$ cat src/rtl/ras_ctrl.sv
// rtl/ras_ctrl.sv - fetch-side RAS push/pop sequencer with registered next-PC prediction; optional coroutine swap under RAS_COROUTINE_EN
module ras_ctrl #(
    parameter int DEPTH = 8
) (
    input  logic                     clock,
    input  logic                     reset,
    input  logic                     flush,
    input  logic                     in_valid,
    output logic                     in_ready,
    input  logic [31:0]              in_pc,
    input  logic [31:0]              in_instr,
    output logic                     out_valid,
    input  logic                     out_ready,
    output logic [31:0]              out_pc,
    output logic [1:0]               out_kind,
    output logic                     out_taken,
    output logic [31:0]              out_target,
    output logic [31:0]              ras_waddr,
    output logic                     ras_w_en,
    output logic                     ras_r_en,
    input  logic [31:0]              ras_raddr,
    output logic [$clog2(DEPTH):0]   ras_occ
);
    localparam int OW = $clog2(DEPTH) + 1;
    localparam logic [OW-1:0] OCC_MAX = OW'(DEPTH);

    localparam logic [1:0] KIND_NONE = 2'b00;
    localparam logic [1:0] KIND_JUMP = 2'b01;
    localparam logic [1:0] KIND_CALL = 2'b10;
    localparam logic [1:0] KIND_RET  = 2'b11;

    localparam logic [6:0] OP_JAL  = 7'b1101111;
    localparam logic [6:0] OP_JALR = 7'b1100111;

    logic [4:0]    rd;
    logic [4:0]    rs1;
    logic          is_jal;
    logic          is_jalr;
    logic          rd_link;
    logic          rs1_link;
    logic [31:0]   j_imm;
    logic [31:0]   pc_plus4;
    logic [OW-1:0] occ;
    logic          occ_nz;
    logic          accept;
    logic          in_swap;
    logic [31:0]   push_addr;

    logic [1:0]    dec_kind;
    logic          dec_taken;
    logic [31:0]   dec_target;
    logic          dec_push;
    logic          dec_pop;

`ifdef RAS_COROUTINE_EN
    typedef enum logic {
        S_IDLE      = 1'b0,
        S_SWAP_PUSH = 1'b1
    } state_t;

    state_t        state;
    state_t        state_nxt;
    logic          dec_coro;
    logic [31:0]   swap_addr;
`endif

    assign rd       = in_instr[11:7];
    assign rs1      = in_instr[19:15];
    assign is_jal   = (in_instr[6:0] == OP_JAL);
    assign is_jalr  = (in_instr[6:0] == OP_JALR) && (in_instr[14:12] == 3'b000);
    assign rd_link  = (rd == 5'd1) || (rd == 5'd5);
    assign rs1_link = (rs1 == 5'd1) || (rs1 == 5'd5);
    assign j_imm    = {{12{in_instr[31]}}, in_instr[19:12], in_instr[20], in_instr[30:21], 1'b0};
    assign pc_plus4 = in_pc + 32'd4;
    assign occ_nz   = (occ != '0);
    assign ras_occ  = occ;

    // Classify the fetched word and decide what the RAS must do for it.
    // Untaken predictions carry a zero target so consumers never see stale addresses.
    always_comb begin
        dec_kind   = KIND_NONE;
        dec_taken  = 1'b0;
        dec_target = 32'd0;
        dec_push   = 1'b0;
        dec_pop    = 1'b0;
`ifdef RAS_COROUTINE_EN
        dec_coro   = 1'b0;
`endif
        if (is_jal) begin
            dec_kind   = rd_link ? KIND_CALL : KIND_JUMP;
            dec_taken  = 1'b1;
            dec_target = in_pc + j_imm;
            dec_push   = rd_link;
        end else if (is_jalr) begin
            if (rd_link && rs1_link && (rd != rs1)) begin
`ifdef RAS_COROUTINE_EN
                // Swap: pop now, push the link one cycle later from SWAP_PUSH.
                dec_kind   = KIND_RET;
                dec_coro   = 1'b1;
                dec_pop    = occ_nz;
                dec_taken  = occ_nz;
                dec_target = occ_nz ? ras_raddr : 32'd0;
`else
                dec_kind   = KIND_CALL;
                dec_push   = 1'b1;
`endif
            end else if (rd_link) begin
                dec_kind = KIND_CALL;
                dec_push = 1'b1;
            end else if (rs1_link) begin
                // Never pop an empty shadow stack; the prediction just goes untaken.
                dec_kind   = KIND_RET;
                dec_pop    = occ_nz;
                dec_taken  = occ_nz;
                dec_target = occ_nz ? ras_raddr : 32'd0;
            end
        end
    end

    assign in_ready = reset && !flush && !in_swap && (!out_valid || out_ready);
    assign accept   = in_valid && in_ready;

`ifdef RAS_COROUTINE_EN
    // FSM state register.
    always_ff @(posedge clock) begin
        if (!reset) begin
            state <= S_IDLE;
        end else begin
            state <= state_nxt;
        end
    end

    // FSM next state: SWAP_PUSH lasts exactly one cycle, flushed or not.
    always_comb begin
        state_nxt = state;
        case (state)
            S_IDLE:      if (accept && dec_coro) state_nxt = S_SWAP_PUSH;
            S_SWAP_PUSH: state_nxt = S_IDLE;
            default:     state_nxt = S_IDLE;
        endcase
    end

    // Hold the coroutine's link address for the deferred push.
    always_ff @(posedge clock) begin
        if (!reset) begin
            swap_addr <= 32'd0;
        end else if (accept) begin
            swap_addr <= pc_plus4;
        end
    end

    assign in_swap   = (state == S_SWAP_PUSH);
    assign push_addr = in_swap ? swap_addr : pc_plus4;
`else
    assign in_swap   = 1'b0;
    assign push_addr = pc_plus4;
`endif

    // RAS enables: accept-cycle push/pop, or the deferred swap push; flush or reset kill both.
    always_comb begin
        ras_w_en  = 1'b0;
        ras_r_en  = 1'b0;
        ras_waddr = push_addr;
        if (reset && !flush) begin
            if (in_swap) begin
                ras_w_en = 1'b1;
            end else if (accept) begin
                ras_w_en = dec_push;
                ras_r_en = dec_pop;
            end
        end
    end

    // Shadow occupancy: saturate on push, never underflow on pop.
    always_ff @(posedge clock) begin
        if (!reset) begin
            occ <= '0;
        end else if (ras_w_en) begin
            if (occ != OCC_MAX) begin
                occ <= occ + 1'b1;
            end
        end else if (ras_r_en && occ_nz) begin
            occ <= occ - 1'b1;
        end
    end

    // Prediction register: load on accept, hold under backpressure, drop on flush.
    always_ff @(posedge clock) begin
        if (!reset) begin
            out_valid  <= 1'b0;
            out_pc     <= 32'd0;
            out_kind   <= KIND_NONE;
            out_taken  <= 1'b0;
            out_target <= 32'd0;
        end else if (flush) begin
            out_valid  <= 1'b0;
        end else if (accept) begin
            out_valid  <= 1'b1;
            out_pc     <= in_pc;
            out_kind   <= dec_kind;
            out_taken  <= dec_taken;
            out_target <= dec_target;
        end else if (out_ready) begin
            out_valid  <= 1'b0;
        end
    end

endmodule

$ cat config.mk
export PLATFORM = sky130hd
export DESIGN_NAME = ras_ctrl
export DESIGN_NICKNAME = d
export VERILOG_FILES = /design/src/rtl/ras_ctrl.sv
export SDC_FILE = /design/constraint.sdc
export NUM_CORES = 1
export LEC_CHECK = 0
export CAP_MARGIN = 5
export CORE_MARGIN = 2
export CORE_UTILIZATION = 37
export DETAILED_ROUTE_END_ITERATION = 8
export MAX_ROUTING_LAYER = met4
export PLACE_DENSITY_LB_ADDON = 0.3
export SLEW_MARGIN = 20
export SYNTH_ARGS = -nofsm -noshare
export SYNTH_HDL_FRONTEND = slang
export SYNTH_SLANG_ARGS = --single-unit
$ cat constraint.sdc
create_clock -name clock -period 2.6 [get_ports clock]
set_input_delay 0.26 -clock clock [delete_from_list [all_inputs] [get_ports clock]]
set_output_delay 0.26 -clock clock [all_outputs]
set_load 0.03 [all_outputs]
==> results of run 1 <==
final timing paths:
path / cells past startpoint / endpoint / slack [ns]
worst min register to register: 2 / out_pc[2]$_SDFFE_PN0P_ / 0.46
worst min-delay path: 3 / out_pc[16]$_SDFFE_PN0P_ / 0.27
worst max register to register: 10 / ras_occ[3]$_SDFFE_PN0P_ / 0.36
worst max-delay path: 11 / ras_waddr[28] / 0.08
area by class of cell:
cell class,count,area share [%]
sequential,72,16.58
inverter,21,0.9067
timing repair buffer,354,36.27
clock buffer,10,2.749
multi-input combinational,529,40.10
clock inverter,6,0.8348
tap,176,2.533
antenna,1,0.02879
stage by stage:
step,instance area [sq um],setup slack [ns],setup TNS [ns]
after floorplan,5060,0.005845,0
after global placement,8240,-0.5182,-5.716
after detailed placement,8240,-0.5715,-6.681
after CTS,8568,0.001261,0
after global routing,8693,-0.02250,-0.02250
final,8693,0.08424,0
sequential cells by signal, indices dropped and copies added (netlist names):
| name | flops |
|---|---|
| out_kind | 2 |
| ras_occ | 4 |
| out_valid | 1 |
| out_target | 32 |
| out_taken | 1 |
| out_pc | 32 |
worst max-delay path, cell delays in order:
cell and delay [ns]:
clkdlybuf4s50_1 0.50, buf_4 0.16, ha_1 0.20, and3_4 0.22, nand2_1 0.11, nor2_1 0.12
buf_4 0.18, nand2_1 0.06, nor2_1 0.11, xnor2_1 0.13, buf_4 0.18
routing by layer:
layer | up-vias | GRT usage [%] | share of wire (%)
met5 | - | - | 0
met4 | 0 | 9.157 | 2.9
met3 | 39 | 4.746 | 5.9
met2 | 242 | 42.06 | 47
met1 | 2865 | 32.51 | 45
li1 | 3038 | - | -
cells in the final DEF (no fill, tap or decap), types with 6 or more instances in the layout:
| cell type | synthesis | final |
|---|---|---|
| nand4_1 | 7 | 7 |
| a222oi_1 | 10 | 10 |
| xor2_1 | 11 | 11 |
| and3_1 | 14 | 8 |
| nand3_1 | 24 | 24 |
| nor3_1 | 10 | 10 |
| a22oi_1 | 19 | 19 |
| buf_4 | 2 | 170 |
| nor2_1 | 41 | 40 |
| clkdlybuf4s50_1 | 0 | 170 |
| o21ai_0 | 21 | 21 |
| inv_1 | 21 | 18 |
| a21o_1 | 12 | 12 |
| nand2_1 | 105 | 104 |
| dlymetal6s2s_1 | 0 | 9 |
| xnor2_1 | 41 | 40 |
| clkbuf_16 | 0 | 9 |
| and2_1 | 7 | 7 |
| dfxtp_1 | 72 | 72 |
| a21oi_1 | 63 | 61 |
| ha_1 | 33 | 32 |
| and3_4 | 0 | 6 |
| o22ai_1 | 14 | 14 |
| nor2b_1 | 13 | 12 |
| a21boi_0 | 8 | 8 |
cell families after synthesis:
logic type	count (synthesis)	share of synthesized area [%]
compound gates	196	25.98
fa+ha+maj	35	8.956
xor+xnor	52	9.005
simple gates	242	22.39
flops	72	28.50
mux	4	0.8412
buf+inv	55	4.330
what timing repair did:
item,in CTS,in global routing
endpoints found under the hold margin,0,0
buffers inserted,1,2
gates resized for setup,4,30
cloned,0,0
endpoints found under the setup margin,5,28
pin swaps,4,11
where the power goes:
part / internal, W / total [W] / switching [W]
Clock: 0.000784 / 0.00134 / 0.000557
Combinational: 0.000607 / 0.00120 / 0.000588
Sequential: 0.00112 / 0.00113 / 0.0000103
==> impl_metrics.yaml, run 1 <==
die:
  die_w_um: 120.9
  start_util_pct: 38.04
  die-area_sq_mm: 0.01462
  io_pins: 208
  chipHeight_um: 120.9
  rows: 42
  core_region_area_sq_mm: 0.01330
clock_tree:
  clockBufferDepth: 2
  clock-root-buffer: "clkbuf_16"
  clk_pin_slew_ns: 0.07
  cts_tree: "yes"
  cts_sinks: 72
  cts_buffers: 9
  clk_latency_ns: 0.34
  postCtsHoldBufs: 0
  cts_max_level: 3
timing:
  final_max_slew_viol_count: 0
  setup_viol: 0
  finalCritPeriodShare_pct: 96.76
  finalHoldViolations: 0
  max_clock_freq_mhz: 397.5
  relSlewSlack_pct: 70.73
  min_period_ns: 2.516
  worst_pin_slew_ns: 0.4280
  skew_ns: 0.006604
  fin_hold_ws_ns: 0.2677
worst_setup_path:
  crit_required_ns: 2.34
  path_class: "input port to output port"
  worstSetupEndpointType: "output port"
  cp.arrival_ns: 2.26
  worst_setup_path_start_kind: "input port"
  crit_start: "in_pc[3]"
  r2r_start: "out_valid$_SDFFE_PP0P_"
  crit_fanout: 6
layout:
  final_cells: 1169
  drive_gt1_share_pct: 22.58
  fin_util_pct: 65.39
  nFillCells: 1153
  final-seq-area_sq_mm: 0.001441
  multiInputGateArea_sq_mm: 0.003486
  nets: 1123
  syn_to_final_growth_pct: 71.90
global_route:
  grt_pass1_wl_um: 29360
  grt_max_degree: 65
  grt-ovfl-total: 0
  grt_usage_pct: 25.98
  grt_pass1_vias: 6002
  grt_antenna_before_repair: 1
power_and_ir_drop:
  power_density_mw_per_mm2: 422.1
  power_w: 0.003670
  vdd_drop_max_mv: 0.3883
  leakagePower_nw: 3.643
min_path:
  min_path_type: "input port to register"
  min_from: "in_pc[16]"
place:
  dp_hpwl_um: 14610
  gp_congestion: 0.9622
  dpl.cell_count: 1149
  io_buffer_count: 206
route:
  drt_iter0_drc: 392
  drc: 0
  dr.pass1.iters: 5
  wl_um: 18810
  drtAntennaViolNets: 0
  avgViaCountPerCell: 5.290
  num_vias: 6184
  routedWlPerCell_um: 16.09
yosys:
  yosys.cell_types.count: 62
  yosysTopAreaCell: "dfxtp_1"
  yosysSeqAreaShare_pct: 28.50
  synth-edff-count: 0
  yosys-top-cells-count: "105 x nand2_1, 72 x dfxtp_1, 63 x a21oi_1, 41 x nor2_1, 41 x xnor2_1"
  synth_seq_cells: 72
  synth_top_area_share_pct: 28.50
  syn_area_sq_mm: 0.005057
  synth_top_flop_cell: "dfxtp_1"
  netlist_top_cells_area: "dfxtp_1 29%, ha_1 8.2%, nand2_1 7.8%, xnor2_1 7.1%, a21oi_1 6.2%"
  synthArstFlopShare_pct: 0
  netlist_instances: 656
  syn-mean-instance-area_sq_um: 7.709
  yosys_warnings: 0
  yosysMostFrequentCell: "nand2_1"
  syn-num-nets: 792
run:
  max_cap_viol_count: 0
run_status:
  status: "complete, no violations"
No activity file was read; power rests on OpenSTA's default activity.
==> inputs of run 2 (changes only) <==
Clock period 2.6 ns to 3.1 ns, I/O delays scaled along.
==> impl_metrics.yaml, run 2 (synthesis results as in run 1) <==
worst_setup_path:
  path_class: "input port to output port"
  crit_required_ns: 2.79
  rrSetupSlack_ns: 0.58
  worstSetupEndpointType: "output port"
  cp-endpoint: "ras_waddr[17]"
  ff2ff_path_depth: 10
  cp.arrival_ns: 2.64
  r2r_start: "out_valid$_SDFFE_PP0P_"
  crit_fanout: 5
  worst_setup_path_start_kind: "input port"
  crit_start: "in_pc[4]"
  timing.rr.end: "ras_occ[3]$_SDFFE_PN0P_"
global_route:
  grt_antenna_before_repair: 0
  grt-ovfl-total: 0
  grt_pass1_vias: 5643
  grt_pass1_wl_um: 28190
  grt_usage_pct: 24.95
  grt_max_degree: 65
layout:
  antenna_cells: 0
  final_common_cell: "clkdlybuf4s50_1"
  final_cell_mix: "192 x clkdlybuf4s50_1, 104 x nand2_1, 94 x buf_4"
  final_cells: 1103
  fin_util_pct: 61.44
  drive_gt1_share_pct: 13.48
  nets: 1059
  syn_to_final_growth_pct: 61.53
clock_tree:
  clock-root-buffer: "clkbuf_16"
  clockBufferDepth: 2
  cts_sinks: 72
  clk_latency_ns: 0.34
  cts_buffers: 9
  clk_pin_slew_ns: 0.06
  postCtsHoldBufs: 0
  cts_setup_buffers: 0
  cts_max_level: 3
  cts_resized: 0
  cts_tree: "yes"
timing:
  setup_viol: 0
  finalCritPeriodShare_pct: 95.19
  worst_pin_slew_ns: 0.6596
  min_period_ns: 2.951
  fin_hold_ws_ns: 0.4538
  final_max_slew_viol_count: 0
  rsz0062_at_grt: "false"
  skew_ns: 0.005979
  finalHoldViolations: 0
  max_clock_freq_mhz: 338.9
  setup_slack_ns: 0.1490
  relSlewSlack_pct: 54.89
route:
  wl_met1_um: 8066
  drt_iter0_drc: 339
  dr.pass1.iters: 5
  routedWlPerCell_um: 16.35
  num_vias: 5832
  drtAntennaViolNets: 0
  wl_met2_um: 8467
  drc: 0
  wl_um: 18030
  avgViaCountPerCell: 5.287
  wl_met3_um: 1154
  top_layer_used: "met4"
power_and_ir_drop:
  power_density_mw_per_mm2: 367.6
  switching_power_w: 0.0008774
  pwr-share-seq_pct: 31.7
  combPwrFrac_pct: 30.1
  vdd_drop_max_mv: 0.2343
  power_w: 0.003003
  swShare_pct: 29.22
  p_int_w: 0.002125
  leakagePower_nw: 3.249
  p_clk_share_pct: 38.2
place:
  dp_slack_ns: -0.1015
  io_buffer_count: 206
  dp_hpwl_um: 13990
  dpl.cell_count: 1088
  gp_congestion: 0.9910
die:
  start_util_pct: 38.04
  die-area_sq_mm: 0.01462
  die_w_um: 120.9
  chipHeight_um: 120.9
  rows: 42
  io_pins: 208
  core_region_area_sq_mm: 0.01330
run:
  max_cap_viol_count: 0
run_status:
  status: "complete, no violations"
min_path:
  min_path_type: "register to register"
==> run 2: changes by cell type in the layout (fill, tap and decap cells not counted), moves of 3 or more <==
| cell | change |
|---|---|
| buf_4 | -76 |
| clkdlybuf4s50_1 | +22 |
| dlymetal6s2s_1 | -9 |
| and3_1 | +6 |
| and3_4 | -6 |
| inv_6 | -4 |
| buf_12 | +3 |
| buf_6 | -3 |
==> run 2: metal layers <==
metal	vias to the layer above	global-route usage [%]
met4	0	8.576
met2	215	40.59
met1	2687	31.55
li1	2904	-
met3	26	3.947
met5	-	-
==> run 2: worst max-delay path: stages <==
cell and delay (ns):
clkdlybuf4s50_1 0.53, buf_4 0.17, and3_1 0.15, and3_1 0.19, and3_1 0.31, nand3_1 0.13, xnor2_1 0.17, clkdlybuf4s50_1 0.69
==> run 2: cell type report <==
cell class | instances | area, sq um
sequential | 72 | 1441
clock inverter | 3 | 65.06
timing repair buffer | 290 | 2708
inverter | 21 | 78.83
clock buffer | 12 | 256.5
fill | 1236 | 5126
tap | 176 | 220.2
multi-input combinational | 529 | 3400
==> run 2: how the worst min path moves through the flow <==
| stage | from | end | slack, ns | depth (start not counted) |
|---|---|---|---|---|
| finish | out_pc[2]$_SDFFE_PN0P_ | out_pc[2]$_SDFFE_PN0P_ | 0.45 | 2 |
| global route | out_pc[31]$_SDFFE_PN0P_ | out_pc[31]$_SDFFE_PN0P_ | 0.47 | 2 |
| CTS | out_pc[1]$_SDFFE_PN0P_ | out_pc[1]$_SDFFE_PN0P_ | 0.45 | 2 |
| detailed placement | out_pc[1]$_SDFFE_PN0P_ | out_pc[1]$_SDFFE_PN0P_ | 0.45 | 2 |
| global placement | out_pc[3]$_SDFFE_PN0P_ | out_pc[3]$_SDFFE_PN0P_ | 0.44 | 2 |
| floorplan | in_valid | out_valid$_SDFFE_PP0P_ | 0.43 | 2 |
==> run 2: power groups by stage <==
stage	combinational, W	sequential, W	clock, W
floorplan	0.000441	0.00100	0
global placement	0.000894	0.000970	0
detailed placement	0.000895	0.000971	0
CTS	0.000902	0.000951	0.00117
global route	0.000977	0.000952	0.00120
finish	0.000904	0.000951	0.00115
==> run 2: per-stage QoR <==
step / setup TNS [ns] / cell area, sq um
after floorplan: 0 / 5057
after CTS: 0 / 8169
final: 0 / 8169
after global routing: 0 / 8169
after global placement: -0.1235 / 7848
after detailed placement: -0.1822 / 7848
==> inputs of run 3 (changes only) <==
Settings changed: ABC_CLOCK_PERIOD_IN_PS from default to 3100, GPL_TIMING_DRIVEN from default to 0, TNS_END_PERCENT from default to 10.
==> impl_metrics.yaml, run 3 (synthesis results as in run 1) <==
run_status:
  status: "complete, no violations"
die:
  rows: 42
  core_region_area_sq_mm: 0.01330
  die_w_um: 120.9
  chipHeight_um: 120.9
  io_pins: 208
  die-area_sq_mm: 0.01462
  start_util_pct: 38.04
worst_setup_path:
  rrSetupSlack_ns: 0.52
  worstSetupEndpointType: "register"
  critical-path-top-delay-family: "compound AO/OA/AOI/OAI gates"
  slowest_delay_ns: 0.52
  crit_fanout: 4
  cp_slowest_cell: "clkdlybuf4s50_1"
  path_buf_inv: 2
  worstPathCellList: "clkdlybuf4s50_1 > ha_1 > inv_1 > fa_1 > nor2b_1 > o31a_1 > o31ai_1 > and3_1 > o311a_4 > o31ai_4 > a211oi_1 > a211o_1"
  cp.arrival_ns: 3.28
  worst_setup_path_start_kind: "input port"
  path_class: "input port to register"
  crit_required_ns: 3.34
clock_tree:
  cts_buffers: 9
  cts_sinks: 72
  clockBufferDepth: 2
  clk_pin_slew_ns: 0.06
  cts_tree: "yes"
  postCtsHoldBufs: 0
  clk_latency_ns: 0.35
  cts_max_level: 3
  clock-root-buffer: "clkbuf_16"
timing:
  rsz0062_at_grt: "true"
  setup_viol: 0
  relSlewSlack_pct: 51.01
  min_period_ns: 3.041
  skew_ns: 0.01039
  max_clock_freq_mhz: 328.8
  finalCritPeriodShare_pct: 98.11
  final_max_slew_viol_count: 0
  setup_slack_ns: 0.05866
  finalHoldViolations: 0
  worst_pin_slew_ns: 0.7348
power_and_ir_drop:
  vdd_drop_max_mv: 0.2649
  leakagePower_nw: 2.982
  power_density_mw_per_mm2: 379.8
layout:
  final_common_cell: "clkdlybuf4s50_1"
  drive_gt1_share_pct: 5.353
  nets: 1009
  antenna_cells: 0
  final_cells: 1054
  nFillCells: 1277
  syn_to_final_growth_pct: 52.55
  final_cell_mix: "185 x clkdlybuf4s50_1, 105 x nand2_1, 72 x dfxtp_1"
run:
  max_cap_viol_count: 0
global_route:
  grt_max_degree: 13
  grt_pass1_vias: 5427
  grt_pass1_wl_um: 27870
  grt_antenna_before_repair: 0
  grt-ovfl-total: 0
  grt_usage_pct: 24.98
route:
  drt_iter0_drc: 316
  num_vias: 5708
  dr.pass1.iters: 8
  drtAntennaViolNets: 0
  routedWlPerCell_um: 17.15
  avgViaCountPerCell: 5.416
  wl_um: 18080
  drc: 0
place:
  dp_hpwl_um: 14120
  dp_slack_ns: -0.7188
  io_buffer_count: 206
  dpl.cell_count: 1038
  gp_congestion: 0.9470
min_path:
  min_path_type: "input port to register"
[run 3: area by class of cell]
class	instances	area (sq um)	area share, %
timing repair buffer	206	2053	26.61
sequential	72	1441	18.68
clock inverter	5	78.83	1.022
inverter	21	78.83	1.022
multi-input combinational	529	3458	44.83
clock buffer	11	242.7	3.146
buffer	34	141.4	1.833
tap	176	220.2	2.854
[run 3: report_power, final]
part / total, W / internal (W) / switching (W)
Combinational: 0.000827 / 0.000367 / 0.000460
Clock: 0.00115 / 0.000727 / 0.000426
Sequential: 0.000950 / 0.000942 / 0.00000840
Total: 0.00293 / 0.00204 / 0.000895
[run 3: through the flow]
| stage | TNS (ns) | power [W] | hold WS, ns | area [sq um] | utilization, % |
|---|---|---|---|---|---|
| 3_3_place_gp | -8.816 | 0.001789 | 0.4409 | 7340 | 55.20 |
| 5_1_grt | -0.1425 | 0.003042 | 0.3490 | 7715 | 58.03 |
| 3_5_place_dp | -9.023 | 0.001789 | 0.4456 | 7340 | 55.20 |
| 6_report | 0 | 0.002930 | 0.3261 | 7715 | 58.03 |
| 4_1_cts | -0.1145 | 0.002934 | 0.4537 | 7699 | 57.91 |
| 2_1_floorplan | 0 | 0.001444 | 0.4307 | 5057 | - |
[run 3: final timing paths]
path,startpoint,end,cells past startpoint
worst max register to register,out_valid$_SDFFE_PP0P_,out_target[31]$_SDFFE_PN0P_,8
worst min register to register,out_pc[2]$_SDFFE_PN0P_,out_pc[2]$_SDFFE_PN0P_,2
worst min-delay path,in_pc[10],out_pc[10]$_SDFFE_PN0P_,3
worst max-delay path,in_pc[1],out_target[29]$_SDFFE_PN0P_,12
[run 3: repair_timing]
action	CTS	global route
buffers inserted	0	0
resized for setup	26	21
pin swaps	1	1
setup endpoints to repair	15	18
gates cloned	0	0
[run 3: routing by layer]
layer | global-route usage [%] | part of all wire [%]
met5 | - | 0
met1 | 31.63 | 45
met4 | 8.503 | 2.0
met3 | 4.182 | 5.8
met2 | 40.45 | 47
[run 3: worst reg2reg max path: cells and delay by family (launching register included)]
family	cells	cell delay (ns)
and+or+nand+nor	3	0.37
AOI/OAI and AO/OA	2	0.34
buffers and inverters	3	1.46
DFF	1	0.32
